$ cat config.mk
export PLATFORM = sky130hd
export DESIGN_NAME = ysyx_bus_arb
export DESIGN_NICKNAME = d
export VERILOG_FILES = /design/src/rtl/ysyx_bus_arb.sv
export SDC_FILE = /design/constraint.sdc
export NUM_CORES = 1
export LEC_CHECK = 0
export BUFFER_PORTS_ARGS = -buffer_cell sky130_fd_sc_hd__buf_4
export CAP_MARGIN = 25
export CORE_AREA = 8 8 131 133
export DETAILED_ROUTE_END_ITERATION = 8
export DIE_AREA = 0 0 139 141
export HOLD_SLACK_MARGIN = 0.12
export PLACE_DENSITY = 0.74
export REMOVE_ABC_BUFFERS = 1
export SYNTH_ARGS = -nofsm -noshare
export SYNTH_HDL_FRONTEND = slang
export SYNTH_SLANG_ARGS = --single-unit
export TNS_END_PERCENT = 1
$ cat constraint.sdc
create_clock -name clk -period 2.55 [get_ports clk]
set_clock_uncertainty 0.2 [all_clocks]
set_input_delay 0.1275 -clock clk [delete_from_list [all_inputs] [get_ports clk]]
set_output_delay 0.1275 -clock clk [all_outputs]
set_load 0.01 [all_outputs]
$ cat src/rtl/ysyx_bus_arb.sv
// Purpose : two-master (IFU read-only, LSU read/write) arbiter onto one AXI4-Lite-style port, one transaction in flight.
// Latency : request sampled in IDLE at N -> bus valid at N+1; zero-wait slave completes at N+2 (3 cycles inclusive).
// Backpr. : requests arriving while busy are not sampled; requesters hold valid until their completion pulse.
//
// Ports   : clk/rst (async, active-high); ifu_ar*/ifu_r* fetch port; lsu_ar*/lsu_r* load port;
//           lsu_aw*/lsu_w* store port with lsu_wready completion pulse; bus_ar/r/aw/w/b* master port;
//           bus_err pulses with any nonzero rresp/bresp.
// Config  : define YSYX_BUS_ARB_RR_EN for IFU/LSU round-robin; default is fixed priority store > load > fetch.
module ysyx_bus_arb #(
    parameter int ADDR_W = 32,
    parameter int DATA_W = 32
) (
    input  logic                clk,
    input  logic                rst,
    input  logic [ADDR_W-1:0]   ifu_araddr,
    input  logic                ifu_arvalid,
    output logic [DATA_W-1:0]   ifu_rdata,
    output logic                ifu_rvalid,
    input  logic [ADDR_W-1:0]   lsu_araddr,
    input  logic                lsu_arvalid,
    output logic [DATA_W-1:0]   lsu_rdata,
    output logic                lsu_rvalid,
    input  logic [ADDR_W-1:0]   lsu_awaddr,
    input  logic [DATA_W-1:0]   lsu_wdata,
    input  logic [7:0]          lsu_wstrb,
    input  logic                lsu_awvalid,
    input  logic                lsu_wvalid,
    output logic                lsu_wready,
    output logic [ADDR_W-1:0]   bus_araddr,
    output logic                bus_arvalid,
    input  logic                bus_arready,
    input  logic [DATA_W-1:0]   bus_rdata,
    input  logic [1:0]          bus_rresp,
    input  logic                bus_rvalid,
    output logic                bus_rready,
    output logic [ADDR_W-1:0]   bus_awaddr,
    output logic                bus_awvalid,
    input  logic                bus_awready,
    output logic [DATA_W-1:0]   bus_wdata,
    output logic [DATA_W/8-1:0] bus_wstrb,
    output logic                bus_wvalid,
    input  logic                bus_wready,
    input  logic [1:0]          bus_bresp,
    input  logic                bus_bvalid,
    output logic                bus_bready,
    output logic                bus_err
);

    localparam int STRB_W = DATA_W / 8;
    localparam int OFF_W  = $clog2(STRB_W);

    typedef enum logic [2:0] {
        S_IDLE, S_IFU_AR, S_IFU_R, S_LSU_AR, S_LSU_R, S_LSU_W, S_LSU_B
    } state_t;

    state_t              r_state;
    state_t              w_state_nxt;
    logic [ADDR_W-1:0]   r_addr;
    logic [DATA_W-1:0]   r_wdata;
    logic [STRB_W-1:0]   r_wstrb;
    logic                r_aw_done;
    logic                r_w_done;

    logic                w_store_req;
    logic                w_lsu_req;
    logic                w_lsu_wins;
    logic                w_aw_hs;
    logic                w_w_hs;
    logic [OFF_W-1:0]    w_off;
    logic [DATA_W-1:0]   w_wdata_sh;
    logic [STRB_W-1:0]   w_wstrb_sh;
    // Strobe input is wider than a 32-bit lane set; the surplus bits carry nothing.
    logic                w_unused;

    assign w_unused    = &{1'b0, lsu_wstrb};
    assign w_store_req = lsu_awvalid & lsu_wvalid;
    assign w_lsu_req   = w_store_req | lsu_arvalid;

`ifdef YSYX_BUS_ARB_RR_EN
    // 1 = LSU received the most recent grant; on contention the other master wins.
    logic r_last_lsu;
    assign w_lsu_wins = w_lsu_req & (~ifu_arvalid | ~r_last_lsu);
`else
    assign w_lsu_wins = w_lsu_req;
`endif

    // Stores arrive lane-0 aligned; move data and strobe onto the addressed byte lanes.
    assign w_off      = lsu_awaddr[OFF_W-1:0];
    assign w_wdata_sh = lsu_wdata << {w_off, 3'b000};
    assign w_wstrb_sh = lsu_wstrb[STRB_W-1:0] << w_off;

    // AW and W complete independently; each handshake is counted only once.
    assign w_aw_hs = (r_state == S_LSU_W) & ~r_aw_done & bus_awready;
    assign w_w_hs  = (r_state == S_LSU_W) & ~r_w_done  & bus_wready;

    always_comb begin
        w_state_nxt = r_state;
        case (r_state)
            S_IDLE: begin
                if (w_lsu_wins)       w_state_nxt = w_store_req ? S_LSU_W : S_LSU_AR;
                else if (ifu_arvalid) w_state_nxt = S_IFU_AR;
            end
            S_IFU_AR: if (bus_arready) w_state_nxt = S_IFU_R;
            S_IFU_R:  if (bus_rvalid)  w_state_nxt = S_IDLE;
            S_LSU_AR: if (bus_arready) w_state_nxt = S_LSU_R;
            S_LSU_R:  if (bus_rvalid)  w_state_nxt = S_IDLE;
            S_LSU_W:  if ((r_aw_done | w_aw_hs) & (r_w_done | w_w_hs)) w_state_nxt = S_LSU_B;
            S_LSU_B:  if (bus_bvalid)  w_state_nxt = S_IDLE;
            default:  w_state_nxt = S_IDLE;
        endcase
    end

    always_ff @(posedge clk or posedge rst) begin
        if (rst) begin
            r_state   <= S_IDLE;
            r_addr    <= '0;
            r_wdata   <= '0;
            r_wstrb   <= '0;
            r_aw_done <= 1'b0;
            r_w_done  <= 1'b0;
        end else begin
            r_state <= w_state_nxt;
            if (r_state == S_IDLE) begin
                if (w_lsu_wins && w_store_req) begin
                    r_addr  <= lsu_awaddr;
                    r_wdata <= w_wdata_sh;
                    r_wstrb <= w_wstrb_sh;
                end else if (w_lsu_wins) begin
                    r_addr <= lsu_araddr;
                end else if (ifu_arvalid) begin
                    r_addr <= ifu_araddr;
                end
            end
            // Done flags live only for the duration of the write-address/data phase.
            r_aw_done <= (r_state == S_LSU_W) & (r_aw_done | w_aw_hs);
            r_w_done  <= (r_state == S_LSU_W) & (r_w_done  | w_w_hs);
        end
    end

`ifdef YSYX_BUS_ARB_RR_EN
    always_ff @(posedge clk or posedge rst) begin
        if (rst) begin
            r_last_lsu <= 1'b0;
        end else if (r_state == S_IDLE) begin
            if (w_lsu_wins)       r_last_lsu <= 1'b1;
            else if (ifu_arvalid) r_last_lsu <= 1'b0;
        end
    end
`endif

    assign bus_araddr  = r_addr;
    assign bus_awaddr  = r_addr;
    assign bus_wdata   = r_wdata;
    assign bus_wstrb   = r_wstrb;
    assign bus_arvalid = (r_state == S_IFU_AR) | (r_state == S_LSU_AR);
    assign bus_rready  = (r_state == S_IFU_R)  | (r_state == S_LSU_R);
    assign bus_awvalid = (r_state == S_LSU_W) & ~r_aw_done;
    assign bus_wvalid  = (r_state == S_LSU_W) & ~r_w_done;
    assign bus_bready  = (r_state == S_LSU_B);

    // Read data is passed straight through; only the owning requester sees rvalid.
    assign ifu_rdata   = bus_rdata;
    assign lsu_rdata   = bus_rdata;
    assign ifu_rvalid  = (r_state == S_IFU_R) & bus_rvalid;
    assign lsu_rvalid  = (r_state == S_LSU_R) & bus_rvalid;
    assign lsu_wready  = (r_state == S_LSU_B) & bus_bvalid;
    assign bus_err     = (bus_rready & bus_rvalid & (|bus_rresp)) |
                         (bus_bready & bus_bvalid & (|bus_bresp));

endmodule

After elaboration in Yosys (flattened, before gate mapping)
Index checks and enable logic that the tools add are counted.
W data, S select, Z words.
- register bits after elaboration: 73
- latch bits: 0
- memory bits (writable): 0
- ROM bits: 0
- input bits: 183
- output and inout bits: 173
- word-level logic and storage cells: 63
- memories: 0
- $add $sub $neg: 0
- multipliers: 0
- divide/modulo/power cells: 0
- order comparisons: 0
- eq/ne operators: 12
- shift-type cells: 2
- muxes and demuxes: 12
- bitwise operators: 22
- reduce and logical (&&, ||, !) cells: 9
- operators with widths (operator ; number):
    $mux W32 ; 3
    $shl A32 B5 Y32 ; 1
    $mux W3 ; 8
    $pmux W3 S6 ; 1
    $and A1 B1 Y1 ; 14
    $eq A3 B3 Y1 const B ; 3
    $ne A2 B2 Y1 const B ; 4
    $eq A3 B2 Y1 const B ; 2
    $or A1 B1 Y1 ; 6
    $reduce_and A6 Y1 ; 1
    $reduce_or A2 Y1 ; 3
    $reduce_and A2 Y1 ; 2
    $shl A4 B2 Y4 ; 1
    $eq A3 B1 Y1 const B ; 1
    $logic_not A3 Y1 ; 1
    $ne A3 B3 Y1 const B ; 1
    $reduce_bool A3 Y1 ; 1
    $ne A2 B1 Y1 const B ; 1
    $not A1 Y1 ; 2
    $logic_and A1 B1 Y1 ; 1

Logic depth before layout (Yosys ltp)
Gate-level depths: netlist of run 1.
- word-level depth: 7
- gate-level depth with buffers: 7
- gate-level depth less buffers: 4

Worst setup path before layout of run 1
No wires, ideal clock.
- path kind: reg2reg
- start point: register r_state[0]
- end point: register r_addr[0] (netlist: bus_araddr[0])
- setup time: 0.132 ns
- arrival time: 1.347 ns
- data required time: 2.218 ns
- slack: 0.871 ns
- cell stages (with the launch flop): 6
- buffers on the path: 2
- period minus slack after synthesis: 1.679 ns
- cells stage by stage: dfrtp_1 > or4_1 > buf_4 > buf_4 > nand2_1 > o21ai_1
- longest elaborated chain between the ends: 2
- RTL lines (element ; line ; text):
    start, declared ; 56 ; state_t r_state;
    start signal, assigned ; 122 ; r_state <= w_state_nxt;
    $logic_not A3 Y1 ; 123 ; if (r_state == S_IDLE) begin
    $reduce_and A2 Y1 (no line) ; -- ;
    end signal, assigned ; 125 ; r_addr <= lsu_awaddr;
    end signal, assigned ; 129 ; r_addr <= lsu_araddr;
    end signal, assigned ; 131 ; r_addr <= ifu_araddr;
    end, declared ; 58 ; logic [ADDR_W-1:0] r_addr;
No other way between the ends.
A chain may end at the register's enable or synchronous reset.

Final worst setup path of run 1
- start point: input lsu_wvalid
- end point: register r_addr[17] (netlist: bus_araddr[17])
- longest elaborated chain between the ends: 5
- elaborated cells between the ends (all ways): 7
- RTL lines (element ; line ; text):
    start, declared ; 27 ; input logic lsu_wvalid,
    $and A1 B1 Y1 * ; 76 ; assign w_store_req = lsu_awvalid & lsu_wvalid;
    $or A1 B1 Y1 ; 77 ; assign w_lsu_req = w_store_req | lsu_arvalid;
    $logic_and A1 B1 Y1 ; 124 ; if (w_lsu_wins && w_store_req) begin
    $reduce_bool A3 Y1 (no line) ; -- ;
    $reduce_and A2 Y1 (no line) ; -- ;
Every way passes the cells marked *; elsewhere a longest branch is shown, timed or not.

==> flow_summary.toml, run 1 <==
[synth]
synth.largest_area_cell = "dfrtp_1"
syn_area_per_cell_um2 = 8.71
ys_ff_latch = 73
yosys_warnings = 0
synth.area.top_cells = "dfrtp_1, buf_4, mux2i_1"
synthCells = 545
synth_seq_area_share = 0.385
syn_area_um2 = 4750
synth.distinct_cells = 32
yosysTopAreaCellShare = 0.385

[sta]
finalHoldViolCount = 0
setup_viol = 0
worst_slack_ns = 0.399
fin_setup_tns_ns = 0
relSlewSlack = 0.531
maxSlewViolCount = 0
worst_pin_slew_ns = 0.701
fin_crit_ns = 2.15
rsz0062_at_grt = "false"
clock.fmax_mhz = 465
finalCritPeriodShare = 0.843

[clocking]
cts-root-buf = "clkbuf_16"
cts_resized = 0
postCtsHoldBufs = 146
worstSkewPairLatency_ns = 0.33
htreeDepth = 3
path_clk_slew_ns = 0.06
postCtsSetupBuffers = 0
tritoncts = "yes"
cts_buffer_depth = 2
numClockSinks = 73
cts_buffers = 9

[job]
drv_cap = 0

[power]
p_leak_nw = 3.86
peakVddDrop_uv = 516
powerDensity_nw_per_um2 = 879

[die]
die_h_um = 141
rows = 45
initial_core_util = 0.317
io_pins = 356
coreArea_um2 = 15000
dieWidth_um = 139
die_area_um2 = 19600

[finish]
drive_above_1_share = 0.361
syn_to_final_growth_pct = 65.4
fillerInstances = 1315
fin_nets = 1014
diodes = 0
fin_area_um2 = 7850

[critical_path]
r2r_end = "bus_wdata[15]"
cp-startpoint = "lsu_wvalid"
end_kind = "flip-flop"
worstPathMaxFanout = 65
crit_path_start_kind = "primary input"
crit_required_ns = 2.56
worstSetupPathType = "in2reg"
reg2regPathDepth = 6
endpoint = "bus_araddr[17]"
reg2reg_from = "r_state[2]"
reg2reg_slack_ns = 0.42
cp.arrival_ns = 2.16

[place]
place_ws_ns = 0.466
dpl.hpwl_mm = 14.9
placement.io_buffers = 255
gp_congestion = 0.830
dpl_cell_area_um2 = 6090

[routing]
drtIter0Drc = 242
wl_per_cell_um = 20.6
drtPass1Iterations = 6
route.met3.wl_mm = 1.68
ant_nets = 0
vias_per_cell = 4.81
drcViolationCount = 0
routed-wl-met2_mm = 10.2
vias = 4921
top_layer_used = "met5"
routed_wl_mm = 21.1
met1Wirelength_mm = 8.89

[global_route]
grt_pass1_wl_mm = 31.4
grt_remaining_overflow = 0
antenna_found_initial = 1
grt_pass1_vias = 5233
grt_util_all_layers = 0.207
grt_max_degree = 66

[min_path]
hp-class = "in2reg"

[status]
status = "finished, final reports clean"
## through the flow
stage | cells | util | power (W) | hold WS, ns
finish | 1024 | 0.524 | 0.00690 | 0.134
global route | 1024 | 0.524 | 0.00734 | 0.153
CTS | 1024 | 0.524 | 0.00694 | 0.128
detailed placement | 862 | 0.406 | 0.00530 | 0.0159
global placement | 862 | 0.406 | 0.00523 | 0.0167
floorplan | 412 | - | 0.00342 | 0.0284
## area by class of cell
cell class	count	area (µm²)	share of cell area
Sequential cell	73	1830	0.233
Timing Repair Buffer	408	3480	0.443
Tap cell	188	235	0.0300
Multi-Input combinational cell	337	2000	0.255
Clock buffer	9	225	0.0287
Clock inverter	7	77.6	0.00988
Inverter	2	8.76	0.00112
## Yosys cell counts, drive strengths merged
library cell and count:
buf 118, dfrtp 73, nand2 70, a21oi 52, o21ai 52, mux2i 51
nor2 51, clkbuf 15, nor2b 13, a211oi 10, mux2 10, o31ai 9
a31oi 2, and2 2, and3 2, inv 2, nand2b 2, nand3b 2
a21bo 1, a221oi 1, a2bb2oi 1, nand3 1, nor3b 1, o211ai 1
o21bai 1, o221ai 1, or4 1
## sequential cells by signal (all words and copies together), names as in the netlist
signal and flops:
r_state 3, bus_wdata 32, bus_araddr 32, bus_wstrb 4
r_w_done 1, r_aw_done 1
## power breakdown
group          internal [W]  switching [W]  total, W
Sequential          0.00170       0.000442   0.00214
Combinational       0.00181        0.00165   0.00346
Clock              0.000768       0.000536   0.00130
Total               0.00427        0.00263   0.00690
## per-layer routing
layer | track usage | vias up
met1 | 0.251 | 2321
met4 | 0.0549 | 2
met5 | 0 | -
li1 | - | 2335
met2 | 0.348 | 240
met3 | 0.0662 | 23
## cells by family after synthesis
logic type      share of synthesized area
flops                               0.385
compound gates                      0.161
simple gates                        0.128
mux                                 0.131
buf+inv                             0.195
## worst max-delay path, stage by stage
cell and delay [ns]:
dlygate4sd3_1 0.55, buf_4 0.12, and2_2 0.18, buf_12 0.27, nor2_1 0.08, a21oi_1 0.15, dlygate4sd3_1 0.58, o21ai_1 0.06
## how the worst min path moves through the flow
| stage | cells past startpoint | startpoint | slack [ns] | endpoint |
|---|---|---|---|---|
| floorplan | 1 | lsu_awaddr[1] | 0.03 | bus_wdata[10] |
| global placement | 2 | rst | 0.02 | bus_araddr[7] |
| detailed placement | 2 | rst | 0.02 | bus_araddr[7] |
| CTS | 5 | lsu_wdata[26] | 0.13 | bus_wdata[26] |
| global route | 5 | lsu_wdata[26] | 0.15 | bus_wdata[26] |
| finish | 5 | lsu_wdata[26] | 0.13 | bus_wdata[26] |
## cell usage in the layout (no fill, tap or decap), types with 2 or more instances in the layout
| cell | instances |
|---|---|
| o21ai_2 | 10 |
| dlygate4sd3_1 | 146 |
| buf_12 | 4 |
| nand2b_1 | 2 |
| nand3b_1 | 2 |
| a31oi_1 | 2 |
| and3_1 | 2 |
| a211oi_1 | 10 |
| a21oi_1 | 52 |
| nand2_1 | 70 |
| nor2_1 | 51 |
| nor2b_1 | 13 |
| clkinv_4 | 2 |
| clkinv_2 | 3 |
| mux2i_1 | 51 |
| mux2_2 | 10 |
| o21ai_0 | 20 |
| clkbuf_16 | 9 |
| o31ai_1 | 9 |
| buf_4 | 258 |
| o21ai_1 | 22 |
| dfrtp_1 | 73 |
No activity file was read; power rests on OpenSTA's default activity.
==> inputs of run 2 (changes only) <==
clock period = 2.06 ns   (was 2.55 ns; I/O delays follow)
==> run 2 against run 1 <==
Net effect:
- critical path depth shrank 2
- sequential share of layout area shrank 0.15 points
- utilization grew 0.34 points
- global-route usage is essentially flat
- register-to-register slack lost 0.25 ns
- worst hold slack gained 0.015 ns
- total power grew 25%
- first-iteration DRC count grew 12%
- wire length shrank 0.42%
- setup slack lost 0.24 ns
- sequential power grew 21%
- critical path type is now reg2out
- largest power group unchanged
- highest routed layer is now met4
==> flow_summary.toml, run 2 (synthesis results as in run 1) <==
[finish]
multi_input_area_um2 = 2000
regArea_um2 = 1830
fin_area_um2 = 7900
final_common_cell = "buf_4"
drive_above_1_share = 0.364
instances_no_fill = 1030
syn_to_final_growth_pct = 66.5
final_cell_mix = "buf_4, dlygate4sd3_1, dfrtp_1"
final_util = 0.528
fillerInstances = 1332
fin_nets = 1019

[die]
dieWidth_um = 139
initial_core_util = 0.317
rows = 45
die_area_um2 = 19600
io_pins = 356
coreArea_um2 = 15000
die_h_um = 141

[power]
p_leak_nw = 3.88
p_total_w = 0.00860
peakVddDrop_uv = 632
powerDensity_nw_per_um2 = 1090

[global_route]
antenna_found_initial = 0
grt_max_degree = 66
grt_pass1_vias = 5204
grt_util_all_layers = 0.207
grt_pass1_wl_mm = 31.2
grt_remaining_overflow = 0

[sta]
relSlewSlack = 0.470
finalHoldViolCount = 0
setup_viol = 0
fin_crit_ns = 1.90
rsz0062_at_grt = "false"
finalCritPeriodShare = 0.924
maxSlewViolCount = 0
worst_pin_slew_ns = 0.793
clock.fmax_mhz = 525
worst_slack_ns = 0.156

[critical_path]
slowest_delay_ns = 0.38
crit_path_start_kind = "flip-flop"
cp_common_cell = "buf_4"
end_kind = "output pin"
reg2reg_from = "r_state[1]"
worstPathMaxFanout = 10
r2r_end = "r_state[2]"
reg2regPathDepth = 5
path_delay_family = "flip-flops"
cp.arrival_ns = 1.60
cp_num_cells = 6
cp_slowest_cell = "dfrtp_1"
reg2reg_slack_ns = 0.17
crit_buf_inv = 2
worstSetupPathType = "reg2out"
path_cells = "buf_4, nand2b_1, a21oi_1, o211ai_1, nand2_1, buf_4"
crit_required_ns = 1.76

[min_path]
hp-class = "in2reg"
min_from = "lsu_awaddr[0]"
hold-path-endpoint = "bus_araddr[0]"
whs_path_depth = 3

[clocking]
cts_buffers = 9
tritoncts = "yes"
numClockSinks = 73
cts_buffer_depth = 2
htreeDepth = 3
cts-root-buf = "clkbuf_16"
path_clk_slew_ns = 0.06
worstSkewPairLatency_ns = 0.32

[routing]
routed_wl_mm = 21.0
vias = 4907
drtIter0Drc = 270
vias_per_cell = 4.76
drcViolationCount = 0
ant_nets = 0
wl_per_cell_um = 20.4
drtPass1Iterations = 5

[place]
dpl.hpwl_mm = 14.9
place_ws_ns = 0.245
dpl_cell_area_um2 = 6120
placement.io_buffers = 255
dp_cells = 866
gp_congestion = 0.822

[job]
drv_cap = 0

[status]
status = "finished, final reports clean"
==> run 2: power breakdown <==
part / internal [W] / switching [W]
registers: 0.00210 / 0.000491
logic: 0.00227 / 0.00211
clock network: 0.000986 / 0.000646
==> run 2: worst max path at each step <==
stage / startpoint / endpoint / slack [ns]
4_1_cts: r_state[1] / bus_err / 0.13
6_report: r_state[1] / bus_err / 0.16
3_5_place_dp: r_state[0] / bus_araddr[19] / 0.25
2_1_floorplan: lsu_wvalid / bus_wdata[24] / -1.63
5_1_grt: r_state[1] / r_state[2] / 0.03
3_3_place_gp: r_state[0] / bus_araddr[18] / 0.26
==> run 2: final cells by class <==
class / instances / share of cell area
inverter: 2 / 0.00111
timing repair buffer: 413 / 0.445
clock inverter: 6 / 0.00918
tap: 188 / 0.0298
sequential: 73 / 0.231
clock buffer: 10 / 0.0302
multi-input combinational: 337 / 0.253
antenna: 1 / 0.000317
==> run 2: metrics by stage <==
stage | setup TNS, ns | hold WS [ns]
floorplan | -72.18 | 0.00390
global placement | 0 | 0.00616
detailed placement | 0 | 0.00616
CTS | 0 | 0.123
global route | 0 | 0.198
finish | 0 | 0.149
==> run 2: tightest hold or removal path, stage by stage <==
cell	delay, ns
buf_4	0.27
a21oi_1	0.19
o21ai_1	0.07
==> run 2: metal layers <==
| layer | global-route usage | part of all wire | wire length (µm) |
|---|---|---|---|
| met4 | 0.0687 | 0.014 | 291 |
| met3 | 0.0668 | 0.083 | 1730 |
| met1 | 0.244 | 0.41 | 8540 |
| met2 | 0.351 | 0.50 | 10400 |
| met5 | 0 | 0 | 0 |
==> run 2: what timing repair did <==
item	in CTS	in global routing
endpoints found under the setup margin	0	0
hold buffers	147	0
hold endpoints to repair	210	0
resized for setup	0	0
setup buffers	0	0
==> inputs of run 3 (changes only) <==
ABC_AREA = 1   (was not set)
==> run 3 against run 2 <==
Net effect:
- the run now fails in 4_1_cts
- synthesized cell count increased by 7.5%
- synthesized area about the same
==> flow_summary.toml, run 3 <==
[die]
io_pins = 356
rows = 45
die_h_um = 141
dieWidth_um = 139
initial_core_util = 0.317

[clocking]
htreeDepth = 3
postCtsHoldBufs = 187
cts-root-buf = "clkbuf_16"
cts_resized = 1
postCtsSetupBuffers = 0
numClockSinks = 73
cts_buffers = 9
cts_buffer_depth = 2

[synth]
ys_ff_latch = 73
synth.largest_area_cell = "dfrtp_1"
synthCells = 586
yosys_most_used_dff = "dfrtp_1"
synth_edf_count = 0
yosysTopAreaCellShare = 0.385
synth_common_cells = "nand2_1, buf_4, dfrtp_1, nor2_1, nand3_1"
syn_area_um2 = 4750
syn_area_per_cell_um2 = 8.11
synth_seq_area_share = 0.385
synth.distinct_cells = 31
synth.area.top_cells = "dfrtp_1, buf_4, nand2_1"
yosys.cell_count.top_type = "nand2_1"
async_reset_ff_frac = 1.00
yosys_warnings = 0

[status]
error_line = "[ERROR RSZ-0060] Max buffer count reached."
haltStage = "4_1_cts"
status = "aborted with a tool error"

[place]
placement.io_buffers = 255
dpl.hpwl_mm = 18.8
gp_congestion = 0.950
run 3: cell count changes after synthesis, sizes merged, moves of 17 or more:
cell   previous run  this run
nand2            70       185
mux2i            51         9
a21oi            52        12
o21ai            52        14
o31ai             9        35
nor2             51        28
nand3             1        21
nand4             0        19
o22ai             0        17
run 3: cell families after synthesis:
group | after synthesis | synth area share
simple gates | 256 | 0.228
mux | 9 | 0.0190
compound gates | 101 | 0.160
flops | 73 | 0.385
buf+inv | 147 | 0.208
run 3: per-stage QoR:
stage               cell area [µm²]  setup WS (ns)   util  cells  hold WS (ns)
floorplan                      3830        -0.0963      -    458      -0.00404
global placement               6130          0.364  0.410    914     -0.000759
detailed placement             6130          0.291  0.410    914       0.00359
==> inputs of run 4 (changes only) <==
CORE_AREA = 8 8 132 134   (was 8 8 131 133)
DIE_AREA = 0 0 140 142   (was 0 0 139 141)
HOLD_SLACK_MARGIN = not set   (was 0.12)
PLACE_DENSITY = not set   (was 0.74)
PLACE_DENSITY_LB_ADDON = 0.15   (was not set)
==> run 4 against run 3 <==
Net effect:
- the flow now finishes without violations
- synthesized area is the same
- synthesized cell count is the same
==> flow_summary.toml, run 4 <==
[synth]
yosys_warnings = 0
syn_area_per_cell_um2 = 8.11
synth_seq_area_share = 0.385
synth_simple_gate_area_share = 0.228
synth-compound-area-share = 0.160
syn_area_um2 = 4750
synth_edf_count = 0
synth.area.top_cells = "dfrtp_1, buf_4, nand2_1"
synth_common_cells = "nand2_1, buf_4, dfrtp_1, nor2_1, nand3_1"
synthCells = 586
synthXorXnorAreaFrac = 0
synth.distinct_cells = 31
yosys_most_used_dff = "dfrtp_1"
synth.largest_area_cell = "dfrtp_1"
synth_top_family_by_area = "simple AND/OR/NAND/NOR gates"
synth_mux_area_frac = 0.0190
yosys.cell_count.top_type = "nand2_1"
yosysTopAreaCellShare = 0.385
ys_ff_latch = 73
synth_fa_ha_area_frac = 0
async_reset_ff_frac = 1.00

[routing]
drtIter0Drc = 225
routed_wl_mm = 23.3
vias = 5154
wl_per_cell_um = 21.7
vias_per_cell = 4.80
ant_nets = 0
routed-wl-met2_mm = 10.2
drcViolationCount = 0
met1Wirelength_mm = 8.95
top_layer_used = "met5"
route.met3.wl_mm = 2.99
drtPass1Iterations = 4

[die]
rows = 46
io_pins = 356
coreArea_um2 = 15400
die_area_um2 = 19900
dieWidth_um = 140
initial_core_util = 0.308
die_h_um = 142

[critical_path]
reg2regPathDepth = 7
r2r_end = "bus_wdata[27]"
worstPathMaxFanout = 9
reg2reg_slack_ns = 0.1
reg2reg_from = "r_state[2]"
slowest_delay_ns = 0.56
cp_slowest_cell = "dlygate4sd3_1"
path_delay_family = "buffers and inverters"
crit_required_ns = 2.13
crit_buf_inv = 3
path_cells = "inv_2, nand2_4, nor2_8, buf_6, nand3_1, dlygate4sd3_1, nand2_1"
cp.arrival_ns = 2.03
worstSetupPathType = "reg2reg"
end_kind = "flip-flop"
crit_path_start_kind = "flip-flop"

[clocking]
tritoncts = "yes"
cts_buffers = 9
postCtsSetupBuffers = 0
htreeDepth = 3
worstSkewPairLatency_ns = 0.32
numClockSinks = 73
cts_buffer_depth = 2
path_clk_slew_ns = 0.06
cts-root-buf = "clkbuf_16"

[finish]
fillerInstances = 1445
syn_to_final_growth_pct = 65.4
final_util = 0.509
final_common_cell = "buf_4"
final_cell_mix = "buf_4, nand2_1, dlygate4sd3_1"
drive_above_1_share = 0.363
fin_nets = 1060
diodes = 0

[sta]
finalHoldViolCount = 0
rsz0062_at_grt = "false"
clock.fmax_mhz = 509
fin_setup_tns_ns = 0
worst_pin_slew_ns = 0.590
finalCritPeriodShare = 0.954
maxSlewViolCount = 0
relSlewSlack = 0.607
setup_viol = 0
fin_crit_ns = 1.96

[min_path]
min_from = "bus_rdata[10]"
hold-path-endpoint = "ifu_rdata[10]"
hp-class = "in2out"
whs_path_depth = 0

[job]
drv_cap = 0

[power]
peakVddDrop_uv = 642
p_leak_nw = 3.85
powerDensity_nw_per_um2 = 1130

[place]
gp_congestion = 0.856
dpl.hpwl_mm = 17.8
placement.io_buffers = 255

[status]
status = "finished, final reports clean"

[global_route]
antenna_found_initial = 1
grt_remaining_overflow = 0
grt_util_all_layers = 0.229
grt_pass1_vias = 5423
grt_pass1_wl_mm = 33.6
grt_max_degree = 38
## run 4: cell counts after synthesis
No cell type changed its count.
## run 4: stage by stage
stage	hold WS (ns)	total power (W)	setup WS, ns	area [µm²]	cells
6_report	0.00610	0.00885	0.0950	7860	1074
5_1_grt	0.00611	0.00943	0.0141	7860	1074
4_1_cts	0.000275	0.00892	0.0128	7850	1074
3_5_place_dp	-0.00487	0.00689	0.264	6110	918
3_3_place_gp	-0.0117	0.00683	0.312	6110	918
2_1_floorplan	-0.00404	0.00447	-0.0963	3830	458
## run 4: power breakdown
part | switching, W | internal, W
Sequential | 0.000562 | 0.00212
Combinational | 0.00216 | 0.00227
Clock | 0.000613 | 0.00112
Total | 0.00333 | 0.00551
## run 4: what timing repair did
item                                   4_1_cts  5_1_grt
hold buffers                               140        0
gates resized for setup                      0        3
endpoints found under the hold margin       98        0
setup endpoints to repair                    0        5
## run 4: cell type report
cell class	instances	area (µm²)	area share
clock buffers	11	253	0.0322
clock inverters	5	77.6	0.00987
inverters	19	75.1	0.00956
multi-input cells	366	1940	0.247
flip-flops and latches	73	1830	0.233
well taps	192	240	0.0306
repair buffers	408	3440	0.438
## run 4: how the worst max path moves through the flow
stage	start	to	cells after the start
after floorplan	rst	bus_araddr[0]	1
after global placement	r_state[2]	bus_araddr[23]	7
after detailed placement	r_state[2]	bus_araddr[22]	7
after CTS	r_state[2]	bus_err	5
after global routing	r_state[2]	bus_wdata[27]	7
final	r_state[2]	bus_wdata[27]	7
## run 4: kinds of logic (layout without fill, tap and decap cells)
logic type / after synthesis / in the layout
and+or+nand+nor: 256 / 256
buffers and inverters: 147 / 443
AOI/OAI and AO/OA: 101 / 101
DFF: 73 / 73
muxes: 9 / 9
## run 4: layer usage
metal  vias to the layer above  track usage
met5                         -       0.0445
met4                         4        0.119
met3                        40        0.126
met2                       262        0.348
met1                      2402        0.250
li1                       2446            -
